$ cat src/rtl/id_hazard_ctrl.sv
// ---------------------------------------------------------------------------
// id_hazard_ctrl
// Hazard and trap controller for the instruction-decode stage.
//   - Forwards operands from EX, then MEM, then WB (zero latency).
//   - Detects load-use hazards and data-memory waits, and stalls or bubbles.
//   - Sequences trap entry: flush, drain, fire, then wait for the CSR redirect.
//   - Keeps saturating stall and flush counters.
// Ports:
//   clk_i, rst_i                      clock, async active-high reset
//   id_*                              ID source indices, use flags, valid, illegal
//   ex_*, mem_*, wb_*                 destination/result/status of later stages
//   branch_taken_i, dmem_busy_i       redirect and memory-wait inputs
//   trap_ack_i                        CSR unit has loaded the trap vector
//   is_fwd_[ab]_o, dat_fwd_[ab]_o     operand forward selects and data
//   stall_*_o, flush_*_o, bubble_ex_o pipeline control
//   trap_o, trap_cause_o              trap request pulse and latched cause
//   stall_cnt_o, flush_cnt_o          saturating performance counters
// ---------------------------------------------------------------------------
module id_hazard_ctrl #(
  parameter int unsigned XLEN  = 32,
  parameter int unsigned CNT_W = 16
) (
  input  logic             clk_i,
  input  logic             rst_i,
  input  logic [4:0]       id_rs1_i,
  input  logic [4:0]       id_rs2_i,
  input  logic             id_use_rs1_i,
  input  logic             id_use_rs2_i,
  input  logic             id_valid_i,
  input  logic             id_illegal_i,
  input  logic [4:0]       ex_rd_i,
  input  logic             ex_we_i,
  input  logic             ex_is_ld_i,
  input  logic [XLEN-1:0]  ex_dat_i,
  input  logic             ex_exc_i,
  input  logic             branch_taken_i,
  input  logic [4:0]       mem_rd_i,
  input  logic             mem_we_i,
  input  logic [XLEN-1:0]  mem_dat_i,
  input  logic             mem_valid_i,
  input  logic             mem_exc_i,
  input  logic             dmem_busy_i,
  input  logic [4:0]       wb_rd_i,
  input  logic             wb_we_i,
  input  logic [XLEN-1:0]  wb_dat_i,
  input  logic             wb_valid_i,
  input  logic             trap_ack_i,
  output logic             is_fwd_a_o,
  output logic             is_fwd_b_o,
  output logic [XLEN-1:0]  dat_fwd_a_o,
  output logic [XLEN-1:0]  dat_fwd_b_o,
  output logic             stall_if_o,
  output logic             stall_id_o,
  output logic             stall_ex_o,
  output logic             stall_mem_o,
  output logic             flush_if_o,
  output logic             flush_id_o,
  output logic             bubble_ex_o,
  output logic             trap_o,
  output logic [1:0]       trap_cause_o,
  output logic [CNT_W-1:0] stall_cnt_o,
  output logic [CNT_W-1:0] flush_cnt_o
);

  localparam logic [1:0]       CAUSE_ILL = 2'b01;
  localparam logic [1:0]       CAUSE_EX  = 2'b10;
  localparam logic [1:0]       CAUSE_MEM = 2'b11;
  localparam logic [CNT_W-1:0] CNT_MAX   = '1;

  typedef enum logic [2:0] {
    S_RUN,
    S_MEMWAIT,
    S_TRAP_DRAIN,
    S_TRAP_FIRE,
    S_TRAP_WAIT
  } state_e;

  state_e     state_q, state_n;
  logic [1:0] cause_q, cause_n;

  logic ex_a, ex_b, mem_a, mem_b, wb_a, wb_b, load_use;
  logic fwd_a, fwd_b;
  logic st_if, st_id, st_ex, st_mem, fl_if, fl_id, bub, trp;

  // A stage matches an operand when it writes a non-zero register the ID instruction reads.
  function automatic logic hit(input logic [4:0] rs, input logic [4:0] rd,
                               input logic we, input logic use_rs);
    return use_rs & we & (rd != 5'd0) & (rd == rs);
  endfunction

  assign ex_a  = hit(id_rs1_i, ex_rd_i,  ex_we_i,  id_use_rs1_i);
  assign ex_b  = hit(id_rs2_i, ex_rd_i,  ex_we_i,  id_use_rs2_i);
  assign mem_a = hit(id_rs1_i, mem_rd_i, mem_we_i, id_use_rs1_i);
  assign mem_b = hit(id_rs2_i, mem_rd_i, mem_we_i, id_use_rs2_i);
  assign wb_a  = hit(id_rs1_i, wb_rd_i,  wb_we_i,  id_use_rs1_i);
  assign wb_b  = hit(id_rs2_i, wb_rd_i,  wb_we_i,  id_use_rs2_i);

  assign load_use = ex_is_ld_i & (ex_a | ex_b);

  // Operand A forward mux; a load in EX shadows older stages since its data is not ready yet.
  always_comb begin
    fwd_a       = 1'b0;
    dat_fwd_a_o = '0;
    if (ex_a) begin
      if (!ex_is_ld_i) begin
        fwd_a       = 1'b1;
        dat_fwd_a_o = ex_dat_i;
      end
    end else if (mem_a) begin
      fwd_a       = 1'b1;
      dat_fwd_a_o = mem_dat_i;
    end else if (wb_a) begin
      fwd_a       = 1'b1;
      dat_fwd_a_o = wb_dat_i;
    end
  end

  // Operand B forward mux, same priority as A.
  always_comb begin
    fwd_b       = 1'b0;
    dat_fwd_b_o = '0;
    if (ex_b) begin
      if (!ex_is_ld_i) begin
        fwd_b       = 1'b1;
        dat_fwd_b_o = ex_dat_i;
      end
    end else if (mem_b) begin
      fwd_b       = 1'b1;
      dat_fwd_b_o = mem_dat_i;
    end else if (wb_b) begin
      fwd_b       = 1'b1;
      dat_fwd_b_o = wb_dat_i;
    end
  end

  // State and cause registers.
  always_ff @(posedge clk_i or posedge rst_i) begin
    if (rst_i) begin
      state_q <= S_RUN;
      cause_q <= 2'b00;
    end else begin
      state_q <= state_n;
      cause_q <= cause_n;
    end
  end

  // Next-state and pipeline control.
  always_comb begin
    state_n = state_q;
    cause_n = cause_q;
    st_if   = 1'b0;
    st_id   = 1'b0;
    st_ex   = 1'b0;
    st_mem  = 1'b0;
    fl_if   = 1'b0;
    fl_id   = 1'b0;
    bub     = 1'b0;
    trp     = 1'b0;
    unique case (state_q)
      S_RUN: begin
        if (mem_exc_i || ex_exc_i || (id_illegal_i && id_valid_i && !branch_taken_i)) begin
          cause_n = mem_exc_i ? CAUSE_MEM : (ex_exc_i ? CAUSE_EX : CAUSE_ILL);
          fl_if   = 1'b1;
          fl_id   = 1'b1;
          bub     = 1'b1;
          state_n = S_TRAP_DRAIN;
        end else if (dmem_busy_i) begin
          st_if   = 1'b1;
          st_id   = 1'b1;
          st_ex   = 1'b1;
          st_mem  = 1'b1;
          state_n = S_MEMWAIT;
        end else if (branch_taken_i) begin
          // The redirect discards the dependent instruction, so no load-use stall.
          fl_if = 1'b1;
          fl_id = 1'b1;
        end else if (load_use) begin
          st_if = 1'b1;
          st_id = 1'b1;
          bub   = 1'b1;
        end
      end
      S_MEMWAIT: begin
        if (mem_exc_i) begin
          cause_n = CAUSE_MEM;
          fl_if   = 1'b1;
          fl_id   = 1'b1;
          bub     = 1'b1;
          state_n = S_TRAP_DRAIN;
        end else if (dmem_busy_i) begin
          st_if  = 1'b1;
          st_id  = 1'b1;
          st_ex  = 1'b1;
          st_mem = 1'b1;
        end else begin
          state_n = S_RUN;
        end
      end
      S_TRAP_DRAIN: begin
        st_if = 1'b1;
        fl_id = 1'b1;
        bub   = 1'b1;
        if (mem_exc_i) cause_n = CAUSE_MEM;
        if (!mem_valid_i && !wb_valid_i) state_n = S_TRAP_FIRE;
      end
      S_TRAP_FIRE: begin
        // Front end stays frozen while the request is issued; an early ack is ignored.
        st_if   = 1'b1;
        fl_id   = 1'b1;
        trp     = 1'b1;
        state_n = S_TRAP_WAIT;
      end
      S_TRAP_WAIT: begin
        st_if = 1'b1;
        fl_id = 1'b1;
        if (trap_ack_i) state_n = S_RUN;
      end
      default: state_n = S_RUN;
    endcase
  end

  // Single-bit outputs are forced low for the whole time reset is asserted.
  assign is_fwd_a_o   = fwd_a  & ~rst_i;
  assign is_fwd_b_o   = fwd_b  & ~rst_i;
  assign stall_if_o   = st_if  & ~rst_i;
  assign stall_id_o   = st_id  & ~rst_i;
  assign stall_ex_o   = st_ex  & ~rst_i;
  assign stall_mem_o  = st_mem & ~rst_i;
  assign flush_if_o   = fl_if  & ~rst_i;
  assign flush_id_o   = fl_id  & ~rst_i;
  assign bubble_ex_o  = bub    & ~rst_i;
  assign trap_o       = trp    & ~rst_i;
  assign trap_cause_o = cause_q;

  // Saturating performance counters.
  always_ff @(posedge clk_i or posedge rst_i) begin
    if (rst_i) begin
      stall_cnt_o <= '0;
      flush_cnt_o <= '0;
    end else begin
      if (stall_if_o && (stall_cnt_o != CNT_MAX)) stall_cnt_o <= stall_cnt_o + CNT_W'(1);
      if (flush_id_o && (flush_cnt_o != CNT_MAX)) flush_cnt_o <= flush_cnt_o + CNT_W'(1);
    end
  end

endmodule

$ cat config.mk
export PLATFORM = sky130hd
export DESIGN_NAME = id_hazard_ctrl
export DESIGN_NICKNAME = d
export VERILOG_FILES = /design/src/rtl/id_hazard_ctrl.sv
export SDC_FILE = /design/constraint.sdc
export NUM_CORES = 1
export LEC_CHECK = 0
export CAP_MARGIN = 40
export CORE_ASPECT_RATIO = 0.6
export CORE_MARGIN = 5
export CORE_UTILIZATION = 25
export CTS_CLUSTER_DIAMETER = 120
export DETAILED_ROUTE_END_ITERATION = 7
export PLACE_DENSITY_LB_ADDON = 0.2
export SLEW_MARGIN = 40
export SYNTH_ARGS = -nofsm -noshare
export SYNTH_HDL_FRONTEND = slang
export SYNTH_SLANG_ARGS = --single-unit
$ cat constraint.sdc
create_clock -name clk_i -period 5.4 [get_ports clk_i]
set_clock_uncertainty 0.15 [all_clocks]
set_input_delay 1.08 -clock clk_i [delete_from_list [all_inputs] [get_ports clk_i]]
set_output_delay 1.08 -clock clk_i [all_outputs]
set_load 0.02 [all_outputs]
======== Yosys cells after proc, flatten, opt, wreduce, memory -nomap -nowiden ========
Index checks and enable logic that the tools add are counted.
operators by class
  bitwise logic cells ..................... 30
  reduce and logical (&&, ||, !) cells .... 19
  equality and inequality tests ........... 18
  multiplexer cells ....................... 46
  $add $sub $neg .......................... 2
operator list
  kind                                            number
  two-way mux 32 bit                              7
  adder 16 x 1 -> 16 bit (second input constant)  2
  != test 16 bit (second input constant)          2
  == test 5 bit                                   6
  bitwise AND 1 bit                               28
  two-way mux 1 bit                               21
  two-way mux 3 bit                               6
  one-hot mux 3 bit (5 select lines)              1
  nonzero test 5 bit                              3
  one-hot mux 1 bit (3 select lines)              3
  two-way mux 2 bit                               4
  == test 3 x 2 -> 1 bit (second input constant)  2
  != test 2 bit (second input constant)           3
  != test 3 bit (second input constant)           2
  one-hot mux 1 bit (2 select lines)              3
  logical AND 1 bit                               5
  one-hot mux 2 bit (2 select lines)              1
  AND reduction 4 bit                             1
  == test 3 x 1 -> 1 bit (second input constant)  1
  == test 3 bit (second input constant)           1
  zero test 1 bit                                 3
  zero test 3 bit                                 1
  AND reduction 3 bit                             1
  OR reduction 3 bit                              1
  other kinds (6)                                 7
storage, ports and cells
  register bits ........................... 37

======== Logic depth before layout (Yosys ltp) ========
Gate-level depths: netlist of the first run.
  depth in word-level cells ............... 12
  mapped depth ............................ 8
  mapped depth without buffers ............ 7

======== Least setup slack after synthesis of the first run ========
Ideal clock, no wire load.
  path type ............................... input -> output
  start ................................... input port mem_exc_i
  end ..................................... output port stall_id_o
  path buffers ............................ 2
  setup slack ............................. 1166 ps
  stages on the path ...................... 6
  arrival time ............................ 3004 ps
  cell sequence ........................... buf_2 or3_1 or2_1 a2111o_1 buf_6 a2111oi_2
between the ends
  longest elaborated chain between the ends .. 5
RTL lines
  element                               RTL line  text
  from (decl)                           41        input logic mem_exc_i,
  logical OR 1 bit (2 in a row)         161       if (mem_exc_i || ex_exc_i || (id_illegal_i && id_valid_i && !branch_taken_i)) begin
  two-way mux 1 bit                     161
  one-hot mux 1 bit (2 select lines) *  159       unique case (state_q)
  bitwise AND 1 bit *                   226       assign stall_id_o = st_id & ~rst_i;
  to (decl)                             53        output logic stall_id_o,
Mark *: on every way between the ends. The rest lies on a longest branch, timed or not.

======== Final worst setup path of the first run ========
  start ................................... input port mem_rd_i[0]
  end ..................................... output port dat_fwd_a_o[0]
between the ends
  longest elaborated chain between the ends .. 5
RTL lines
  element               RTL line  text
  from (decl)           37        input logic [4:0] mem_rd_i,
  nonzero test 5 bit    88        return use_rs & we & (rd != 5'd0) & (rd == rs);
  bitwise AND 1 bit     88
  bitwise AND 1 bit *   88
  two-way mux 32 bit *  109       end else if (mem_a) begin
  two-way mux 32 bit *  104       if (ex_a) begin
  to (decl)             50        output logic [XLEN-1:0] dat_fwd_a_o,
Marked as above.

==> flow_metrics.py, run 1 <==
metrics = {
    "clock_tree": {
        "h-tree-depth": 2,
        "cts_root_buf": "clkbuf_16",
        "ctsHoldBuffers": 0,
        "clkTransAtPathRegs_ps": 50,
        "ctsResizeCount": 0,
        "cts_sinks": 37,
        "cts_made_buffers": 5,
        "clockBufferDepth": 2,
        "cts_tree": "done",
        "clock_latency_ps": 280,
        "postCtsSetupBuffers": 0,
    },
    "die": {
        "dieHeight_um": 104,
        "rows": 34,
        "die-width_um": 167,
        "initial_utilization_pct": 25.5,
        "io_pins": 246,
        "die_area_mm2": 0.0174,
        "core_mm2": 0.0145,
    },
    "critical_path": {
        "r2r_setup_slack_ps": 2570,
        "crit_path_end": "dat_fwd_a_o[0]",
        "crit_required_ps": 4170,
        "worstPathMaxFanout": 32,
        "reg2reg_from": "state_q[0]",
        "arrival_ps": 3880,
        "r2r_cells": 6,
        "worstSetupStartpoint": "mem_rd_i[0]",
        "endpoint_kind": "primary output",
        "start_kind": "input port",
        "r2r-end": "stall_cnt_o[12]",
        "critical_path_class": "input port to primary output",
    },
    "sta": {
        "timing.final.max_slew_violations": 0,
        "fmax_mhz": 196,
        "max-slew-margin-rel_pct": 55.7,
        "finalHoldViolations": 0,
        "tightest_slew_ps": 664,
        "timing.hold.ws_ps": 325,
        "finalSetupTns_ps": 0,
        "setup_violations": 0,
        "post-route-min-period_ps": 5110,
        "final.setup.worst_slack_ps": 288,
        "min_period_over_period_pct": 94.7,
        "rsz0062_at_grt": "no",
    },
    "synthesis": {
        "async_reset_ff_share_pct": 100,
        "syn_area_mm2": 0.00369,
        "ys_warn_count": 0,
        "synth_edf_count": 0,
        "ys_ff_latch": 37,
        "synth.top_cell.area_share_pct": 25.1,
        "synth_fp_nets": 597,
        "synthFlopType": "dfrtp_1",
        "syn-instance-count": 457,
        "syn_area_per_cell_um2": 8.08,
        "yosys.cell_types.count": 46,
        "seq_area_frac_synth_pct": 25.1,
        "synth_top_area_cell": "dfrtp_1",
        "netlist_top_cells_area": "dfrtp_1 (25%), a221oi_1 (14%), a21oi_1 (9.4%)",
    },
    "finish": {
        "nFillCells": 1429,
        "nNetsFinal": 825,
        "fin_area_mm2": 0.00656,
        "drive_gt1_share_pct": 5.10,
        "diodes": 0,
        "regArea_um2": 926,
        "multiInputGateArea_mm2": 0.00260,
        "syn_to_final_growth_pct": 77.7,
    },
    "pwr": {
        "p_leak_nw": 2.39,
        "total_power_mw": 1.48,
        "irDropWorstVdd_uv": 137,
        "p_per_area_mw_per_mm2": 226,
    },
    "route": {
        "postRouteAntennaNets": 0,
        "routedWlPerCell_um": 18.3,
        "drt_wl_total_mm": 16.2,
        "dr.pass1.iters": 5,
        "viasPerCell": 5.20,
        "route.detailed.drc": 0,
        "vias": 4601,
        "drt_iter0_markers": 334,
    },
    "place": {
        "gp_congestion": 0.859,
        "place_ws_ps": 347,
        "io_buffers": 245,
        "placed_area_mm2": 0.00642,
        "dp_hpwl_mm": 12.8,
    },
    "global_routing": {
        "overflow": 0,
        "grt_pass1_wl_mm": 25.4,
        "grtUsageTotal_pct": 17.5,
        "grt_pass1_vias": 4545,
        "antenna_found_initial": 0,
        "grt_max_degree": 66,
    },
    "worst_hold_path": {
        "hold_class": "flop to flop",
    },
    "outcome": {
        "outcome": "finished clean",
    },
    "job": {
        "drv_cap": 0,
    },
}
[cell usage in the layout, fill, tap and decap left out, types with 7 or more instances in the layout]
cell type,count
nand3_1,19
dfrtp_1,37
xnor2_1,21
a221oi_1,61
nor3_1,9
a21oi_1,69
a211oi_2,7
buf_4,7
nand2_1,16
clkdlybuf4s50_1,245
nand4_1,9
nor2_1,22
xor2_1,38
nor4_1,7
nand2b_1,34
inv_1,11
[sequential cells by signal (all words and copies together) (netlist names)]
signal / count
flush_cnt_o: 16
stall_cnt_o: 16
state_q: 3
trap_cause_o: 2
[logic make-up after synthesis]
logic type	after synthesis	synth area share, %
simple gates	139	20.0
compound gates	167	33.3
mux	6	1.73
buf+inv	47	5.22
flops	37	25.1
xor+xnor	59	14.0
fa+ha+maj	2	0.678
[cells in the mapped netlist (2+ instances only)]
| cell | number |
|---|---|
| mux2i_1 | 3 |
| nor3b_1 | 3 |
| nand2_1 | 16 |
| o21ai_1 | 5 |
| or3_1 | 2 |
| xor2_1 | 38 |
| inv_1 | 11 |
| buf_2 | 4 |
| nand3_1 | 19 |
| nand4_1 | 9 |
| nor3_1 | 11 |
| ha_1 | 2 |
| a211oi_2 | 7 |
| clkbuf_1 | 29 |
| nand2b_1 | 34 |
| or4_1 | 3 |
| nor4_1 | 7 |
| a221oi_1 | 61 |
| nor2b_1 | 3 |
| dfrtp_1 | 37 |
| and3_1 | 2 |
| a2111oi_2 | 4 |
| nor2_1 | 26 |
| xnor2_1 | 21 |
| a22oi_1 | 2 |
| mux2_1 | 3 |
| a211oi_1 | 5 |
| a21oi_1 | 69 |
| o21ai_0 | 4 |
[layout make-up]
type                            instances  area share [%]
Timing Repair Buffer                  257            39.7
Tap cell                              198            3.78
Sequential cell                        37            14.1
Clock buffer                            8            2.08
Multi-Input combinational cell        373            39.7
Inverter                               11           0.630
[per-stage QoR]
stage	utilization (%)	std cells
final	45.3	884
after CTS	45.3	884
after detailed placement	44.4	876
after floorplan	-	457
after global placement	44.4	876
after global routing	45.3	884
[layer usage]
| layer | vias to the layer above | global-route usage (%) | wire [µm] |
|---|---|---|---|
| met1 | 2173 | 25.4 | 7710 |
| met4 | 0 | 3.97 | 309 |
| li1 | 2201 | - | - |
| met5 | - | 0 | 0 |
| met3 | 27 | 4.10 | 1150 |
| met2 | 200 | 26.1 | 7030 |
[critical path, stage by stage]
cell and delay, ps:
clkdlybuf4s50_1 490, or4_1 540, o21ai_1 230, nor3_2 90, nor2_2 160, buf_12 210, a221oi_1 100, a21oi_1 300
clkdlybuf4s50_1 670
[worst min-delay path by stage]
stage                      end            start  depth (start not counted)  slack (ps)
3_5_place_dp   trap_cause_o[1]  trap_cause_o[1]                          2         320
2_1_floorplan  trap_cause_o[0]  trap_cause_o[0]                          2         430
4_1_cts        trap_cause_o[1]  trap_cause_o[1]                          2         330
5_1_grt        flush_cnt_o[15]  flush_cnt_o[15]                          1         360
3_3_place_gp   flush_cnt_o[14]  flush_cnt_o[14]                          1         330
6_report       trap_cause_o[1]  trap_cause_o[1]                          2         320
[where the power goes]
| group | switching (mW) | internal (mW) |
|---|---|---|
| Sequential | 0.107 | 0.348 |
| Combinational | 0.386 | 0.356 |
| Clock | 0.110 | 0.172 |
(Power assumes the default switching activity.)
==> inputs of run 2 (changes only) <==
Settings changed: CORE_ASPECT_RATIO 0.6 to 1.25, CTS_BUF_LIST set to sky130_fd_sc_hd__clkbuf_4 sky130_fd_sc_hd__clkbuf_8 sky130_fd_sc_hd__clkbuf_16.
==> run 2 against run 1 <==
Effect of this change:
- clock power grew 23%
- setup slack gained 71 ps
- critical endpoint is now dat_fwd_b_o[18]
- final cell count shrank 1.1%
- count of clock-buffer cells in the layout shrank 1
- first-iteration DRC count grew 31%
- sequential share of layout area shrank 0.16 points
- critical path type unchanged
- combinational power is essentially flat
- largest power group unchanged
- hold slack gained 13 ps
- routed wire length grew 6.8%
==> flow_metrics.py, run 2 (same netlist as run 1, synthesis figures left out) <==
metrics = {
    "outcome": {
        "outcome": "finished clean",
    },
    "clock_tree": {
        "ctsResizeCount": 0,
        "clockBufferDepth": 2,
        "ctsHoldBuffers": 0,
        "cts_made_buffers": 5,
        "clock_latency_ps": 280,
        "cts_tree": "done",
        "cts_root_buf": "clkbuf_16",
        "postCtsSetupBuffers": 0,
        "cts_sinks": 37,
        "h-tree-depth": 2,
        "clkTransAtPathRegs_ps": 60,
    },
    "sta": {
        "setup_violations": 0,
        "finalHoldViolations": 0,
        "fmax_mhz": 198,
        "min_period_over_period_pct": 93.4,
        "post-route-min-period_ps": 5040,
        "tightest_slew_ps": 618,
        "timing.hold.ws_ps": 338,
        "timing.final.max_slew_violations": 0,
        "rsz0062_at_grt": "no",
        "max-slew-margin-rel_pct": 58.8,
        "finalSetupTns_ps": 0,
    },
    "finish": {
        "utilization_pct": 45.8,
        "mostFrequentLayoutCell": "clkdlybuf4s50_1",
        "top_regs": "flush_cnt_o (16), stall_cnt_o (16), state_q (3)",
        "syn_to_final_growth_pct": 79.7,
        "fin_cells": 874,
        "fin_area_mm2": 0.00663,
        "drive_gt1_share_pct": 6.49,
        "nNetsFinal": 832,
        "final_cell_mix": "clkdlybuf4s50_1 (245), a21oi_1 (69), a221oi_1 (61)",
    },
    "die": {
        "die_area_mm2": 0.0173,
        "io_pins": 246,
        "dieHeight_um": 146,
        "core_mm2": 0.0145,
        "die-width_um": 119,
        "initial_utilization_pct": 25.5,
        "rows": 49,
    },
    "pwr": {
        "power.share.clock_pct": 22.5,
        "p_sw_mw": 0.607,
        "p_per_area_mw_per_mm2": 233,
        "power_frac_seq_pct": 29.4,
        "intPower_mw": 0.941,
        "p_leak_nw": 2.45,
        "irDropWorstVdd_uv": 333,
        "pwr-share-comb_pct": 48.1,
        "swShare_pct": 39.2,
    },
    "critical_path": {
        "worstPathMaxFanout": 19,
        "crit_chain": "clkdlybuf4s50_1 -> or4_1 -> o21ai_1 -> nor3_2 -> nor2_2 -> buf_4 -> a221oi_1 -> a21oi_1 -> clkdlybuf4s50_1",
        "r2r-end": "stall_cnt_o[12]",
        "arrival_ps": 3810,
        "crit_required_ps": 4170,
        "critPathBufInv": 3,
        "r2r_cells": 6,
        "r2r_setup_slack_ps": 2680,
        "reg2reg_from": "state_q[0]",
        "start_kind": "input port",
        "max_stage_delay_ps": 650,
        "critical_path_class": "input port to primary output",
        "crit_family": "buffers and inverters",
        "slowest_stage": "clkdlybuf4s50_1",
        "endpoint_kind": "primary output",
        "cp_common_cell": "clkdlybuf4s50_1",
    },
    "route": {
        "drt_iter0_markers": 437,
        "routedWlPerCell_um": 19.8,
        "dr.pass1.iters": 4,
        "route.detailed.drc": 0,
        "viasPerCell": 5.38,
        "drt_wl_total_mm": 17.3,
        "vias": 4698,
        "postRouteAntennaNets": 0,
    },
    "worst_hold_path": {
        "min-delay-start": "stall_cnt_o[15]",
        "min_path_cells": 1,
        "hold_class": "flop to flop",
        "min_to": "stall_cnt_o[15]",
    },
    "global_routing": {
        "grt_pass1_wl_mm": 26.8,
        "grt_max_degree": 40,
        "overflow": 0,
        "grt_most_used_layer": "met2",
        "grt.met3_usage_pct": 6.10,
        "grtUsageTotal_pct": 18.8,
        "grtUsageMet1_pct": 21.6,
        "antenna_found_initial": 5,
        "gr-usage-met2_pct": 33.2,
        "grt_pass1_vias": 4833,
    },
    "place": {
        "placed_cells": 863,
        "io_buffers": 245,
        "gp_congestion": 0.959,
        "placed_area_mm2": 0.00645,
        "dp_hpwl_mm": 13.8,
    },
    "job": {
        "drv_cap": 0,
    },
}
## run 2: cell count changes in the layout (fill, tap and decap cells not counted), sizes merged
cell    change
clkbuf      -1
diode       +3
buf         +7
bufinv      +1
## run 2: routing by layer
layer | vias up | wire length [µm]
met5 | - | 34
met4 | 4 | 389
met3 | 29 | 1580
met2 | 232 | 8530
met1 | 2214 | 6770
li1 | 2219 | -
## run 2: layout make-up
type | count | area (µm²)
Clock inverter | 1 | 30.0
Clock buffer | 7 | 146
Fill cell | 1452 | 7840
Inverter | 11 | 41.3
Sequential cell | 37 | 926
Antenna cell | 3 | 7.51
Multi-Input combinational cell | 373 | 2600
Timing Repair Buffer | 264 | 2660
Tap cell | 178 | 223
## run 2: worst max-delay path by stage
| stage | startpoint | endpoint | slack, ps | cells after the start |
|---|---|---|---|---|
| floorplan | mem_exc_i | stall_id_o | 1170 | 6 |
| global placement | id_rs2_i[2] | stall_id_o | 360 | 7 |
| detailed placement | ex_rd_i[0] | dat_fwd_a_o[12] | 360 | 8 |
| CTS | id_rs1_i[2] | stall_if_o | 360 | 8 |
| global route | mem_rd_i[0] | dat_fwd_b_o[18] | 210 | 9 |
| finish | mem_rd_i[0] | dat_fwd_b_o[18] | 360 | 9 |
## run 2: worst register-to-register path, cell delays in order (launching register included)
cell and delay (ps):
dfrtp_1 490, or3_1 430, or2_1 250, a2111o_1 350, buf_4 240, a2111oi_4 330, mux2_1 350
## run 2: stage by stage
stage | setup WS (ps) | total power, mW
after floorplan | 1170 | 0.827
after global placement | 360 | 1.20
after detailed placement | 364 | 1.21
after CTS | 364 | 1.57
after global routing | 208 | 1.65
final | 359 | 1.55
## run 2: power groups by stage
stage	clock network [mW]	registers [mW]	logic, mW
after floorplan	0	0.489	0.338
after global placement	0	0.457	0.740
after detailed placement	0	0.457	0.748
after CTS	0.359	0.456	0.753
after global routing	0.367	0.475	0.807
final	0.348	0.455	0.745
==> inputs of run 3 (changes only) <==
Settings changed: ABC_CLOCK_PERIOD_IN_PS set to 5400, CORE_UTILIZATION 25 to 40.
==> run 3 against run 2 <==
Effect of this change:
- maximum frequency down 0.29%
- hold slack gained 1.8 ps
- sequential cell count did not move
- via count up 0.64%
- count of clock-buffer cells in the layout is 2 lower
- setup slack got worse by 15 ps
- first-iteration DRC count decreased by 40%
- design area is 2.3% lower
- critical path type unchanged
- largest power group unchanged
==> flow_metrics.py, run 3 (same netlist as run 1, synthesis figures left out) <==
metrics = {
    "global_routing": {
        "grt_pass1_vias": 4757,
        "grt_pass1_wl_mm": 24.7,
        "grt_max_degree": 44,
        "grtUsageTotal_pct": 27.4,
        "antenna_found_initial": 3,
        "overflow": 0,
    },
    "sta": {
        "max-slew-margin-rel_pct": 44.1,
        "rsz0062_at_grt": "no",
        "finalHoldViolations": 0,
        "tightest_slew_ps": 831,
        "timing.final.max_slew_violations": 0,
        "finalSetupTns_ps": 0,
        "post-route-min-period_ps": 5060,
        "min_period_over_period_pct": 93.6,
        "setup_violations": 0,
        "fmax_mhz": 198,
    },
    "clock_tree": {
        "postCtsSetupBuffers": 0,
        "ctsResizeCount": 0,
        "clock_latency_ps": 290,
        "clkTransAtPathRegs_ps": 50,
        "cts_root_buf": "clkbuf_16",
        "cts_sinks": 37,
        "cts_made_buffers": 5,
        "h-tree-depth": 2,
        "clockBufferDepth": 2,
        "ctsHoldBuffers": 0,
        "cts_tree": "done",
    },
    "finish": {
        "fin_area_mm2": 0.00648,
        "utilization_pct": 71.4,
        "syn_to_final_growth_pct": 75.7,
        "nNetsFinal": 829,
        "mostFrequentLayoutCell": "clkdlybuf4s50_1",
        "drive_gt1_share_pct": 5.95,
        "nFillCells": 699,
        "top_regs": "flush_cnt_o (16), stall_cnt_o (16), state_q (3)",
        "final_cell_mix": "clkdlybuf4s50_1 (245), a21oi_1 (69), a221oi_1 (61)",
    },
    "die": {
        "dieHeight_um": 117,
        "io_pins": 246,
        "rows": 39,
        "die_area_mm2": 0.0113,
        "die-width_um": 95.9,
        "initial_utilization_pct": 40.7,
        "core_mm2": 0.00908,
    },
    "critical_path": {
        "endpoint_kind": "primary output",
        "start_kind": "input port",
        "reg2reg_from": "state_q[0]",
        "worstSetupStartpoint": "mem_rd_i[0]",
        "r2r_setup_slack_ps": 2740,
        "crit_required_ps": 4170,
        "r2r-end": "stall_cnt_o[12]",
        "worstPathMaxFanout": 14,
        "r2r_cells": 6,
        "critical_path_class": "input port to primary output",
        "arrival_ps": 3830,
    },
    "worst_hold_path": {
        "min-delay-start": "trap_cause_o[0]",
        "min_path_cells": 2,
        "min_to": "trap_cause_o[0]",
        "hold_class": "flop to flop",
    },
    "route": {
        "dr.pass1.iters": 6,
        "viasPerCell": 5.82,
        "routedWlPerCell_um": 19.5,
        "vias": 4728,
        "postRouteAntennaNets": 0,
        "drt_iter0_markers": 263,
        "route.detailed.drc": 0,
        "drt_wl_total_mm": 15.9,
    },
    "pwr": {
        "p_leak_nw": 2.41,
        "p_per_area_mw_per_mm2": 233,
        "irDropWorstVdd_uv": 431,
    },
    "place": {
        "io_buffers": 245,
        "placed_area_mm2": 0.00632,
        "dp_hpwl_mm": 12.4,
        "gp_congestion": 0.865,
    },
    "job": {
        "drv_cap": 0,
    },
    "outcome": {
        "outcome": "finished clean",
    },
}
## run 3: area by class of cell
type                            instances  area (µm²)  share of cell area, %
Clock inverter                          2        35.0                  0.540
Multi-Input combinational cell        373        2600                   40.1
Tap cell                              123         154                   2.37
Inverter                               11        41.3                  0.637
Antenna cell                            1        2.50                 0.0386
Clock buffer                            5         125                   1.93
Sequential cell                        37         926                   14.3
Timing Repair Buffer                  261        2600                   40.1
## run 3: worst max-delay path, stage by stage
cell	delay, ps
clkdlybuf4s50_1	470
or4_1	540
o21ai_1	260
nor3_2	110
nor2_2	140
buf_4	230
a221oi_1	100
a21oi_1	250
clkdlybuf4s50_1	660
## run 3: layer usage
layer  global-route usage [%]  vias to the layer above  routed length, µm
met2                     46.8                      246               7950
li1                         -                     2219                  -
met3                     8.39                       55               1650
met5                        0                        -                 14
met4                     12.8                        4                662
met1                     30.3                     2204               5620
## run 3: worst max-delay path by stage
stage,slack [ps],depth (start not counted),endpoint
final,340,9,dat_fwd_b_o[13]
after global routing,180,9,dat_fwd_b_o[13]
after CTS,330,9,dat_fwd_b_o[13]
after detailed placement,340,9,dat_fwd_b_o[13]
after global placement,340,8,stall_if_o
after floorplan,1170,6,stall_id_o
## run 3: per-stage QoR
step | setup slack (ps) | power, mW | hold slack, ps | std cells
after global placement | 343 | 1.16 | 327 | 805
after CTS | 328 | 1.52 | 345 | 812
after floorplan | 1170 | 0.827 | 432 | 457
final | 344 | 1.51 | 340 | 813
after detailed placement | 335 | 1.18 | 327 | 805
after global routing | 182 | 1.60 | 374 | 813
## run 3: power by group
part           internal, mW  total [mW]  switching [mW]
Combinational         0.351       0.732           0.381
Clock                 0.214       0.322           0.108
Sequential            0.349       0.457           0.109
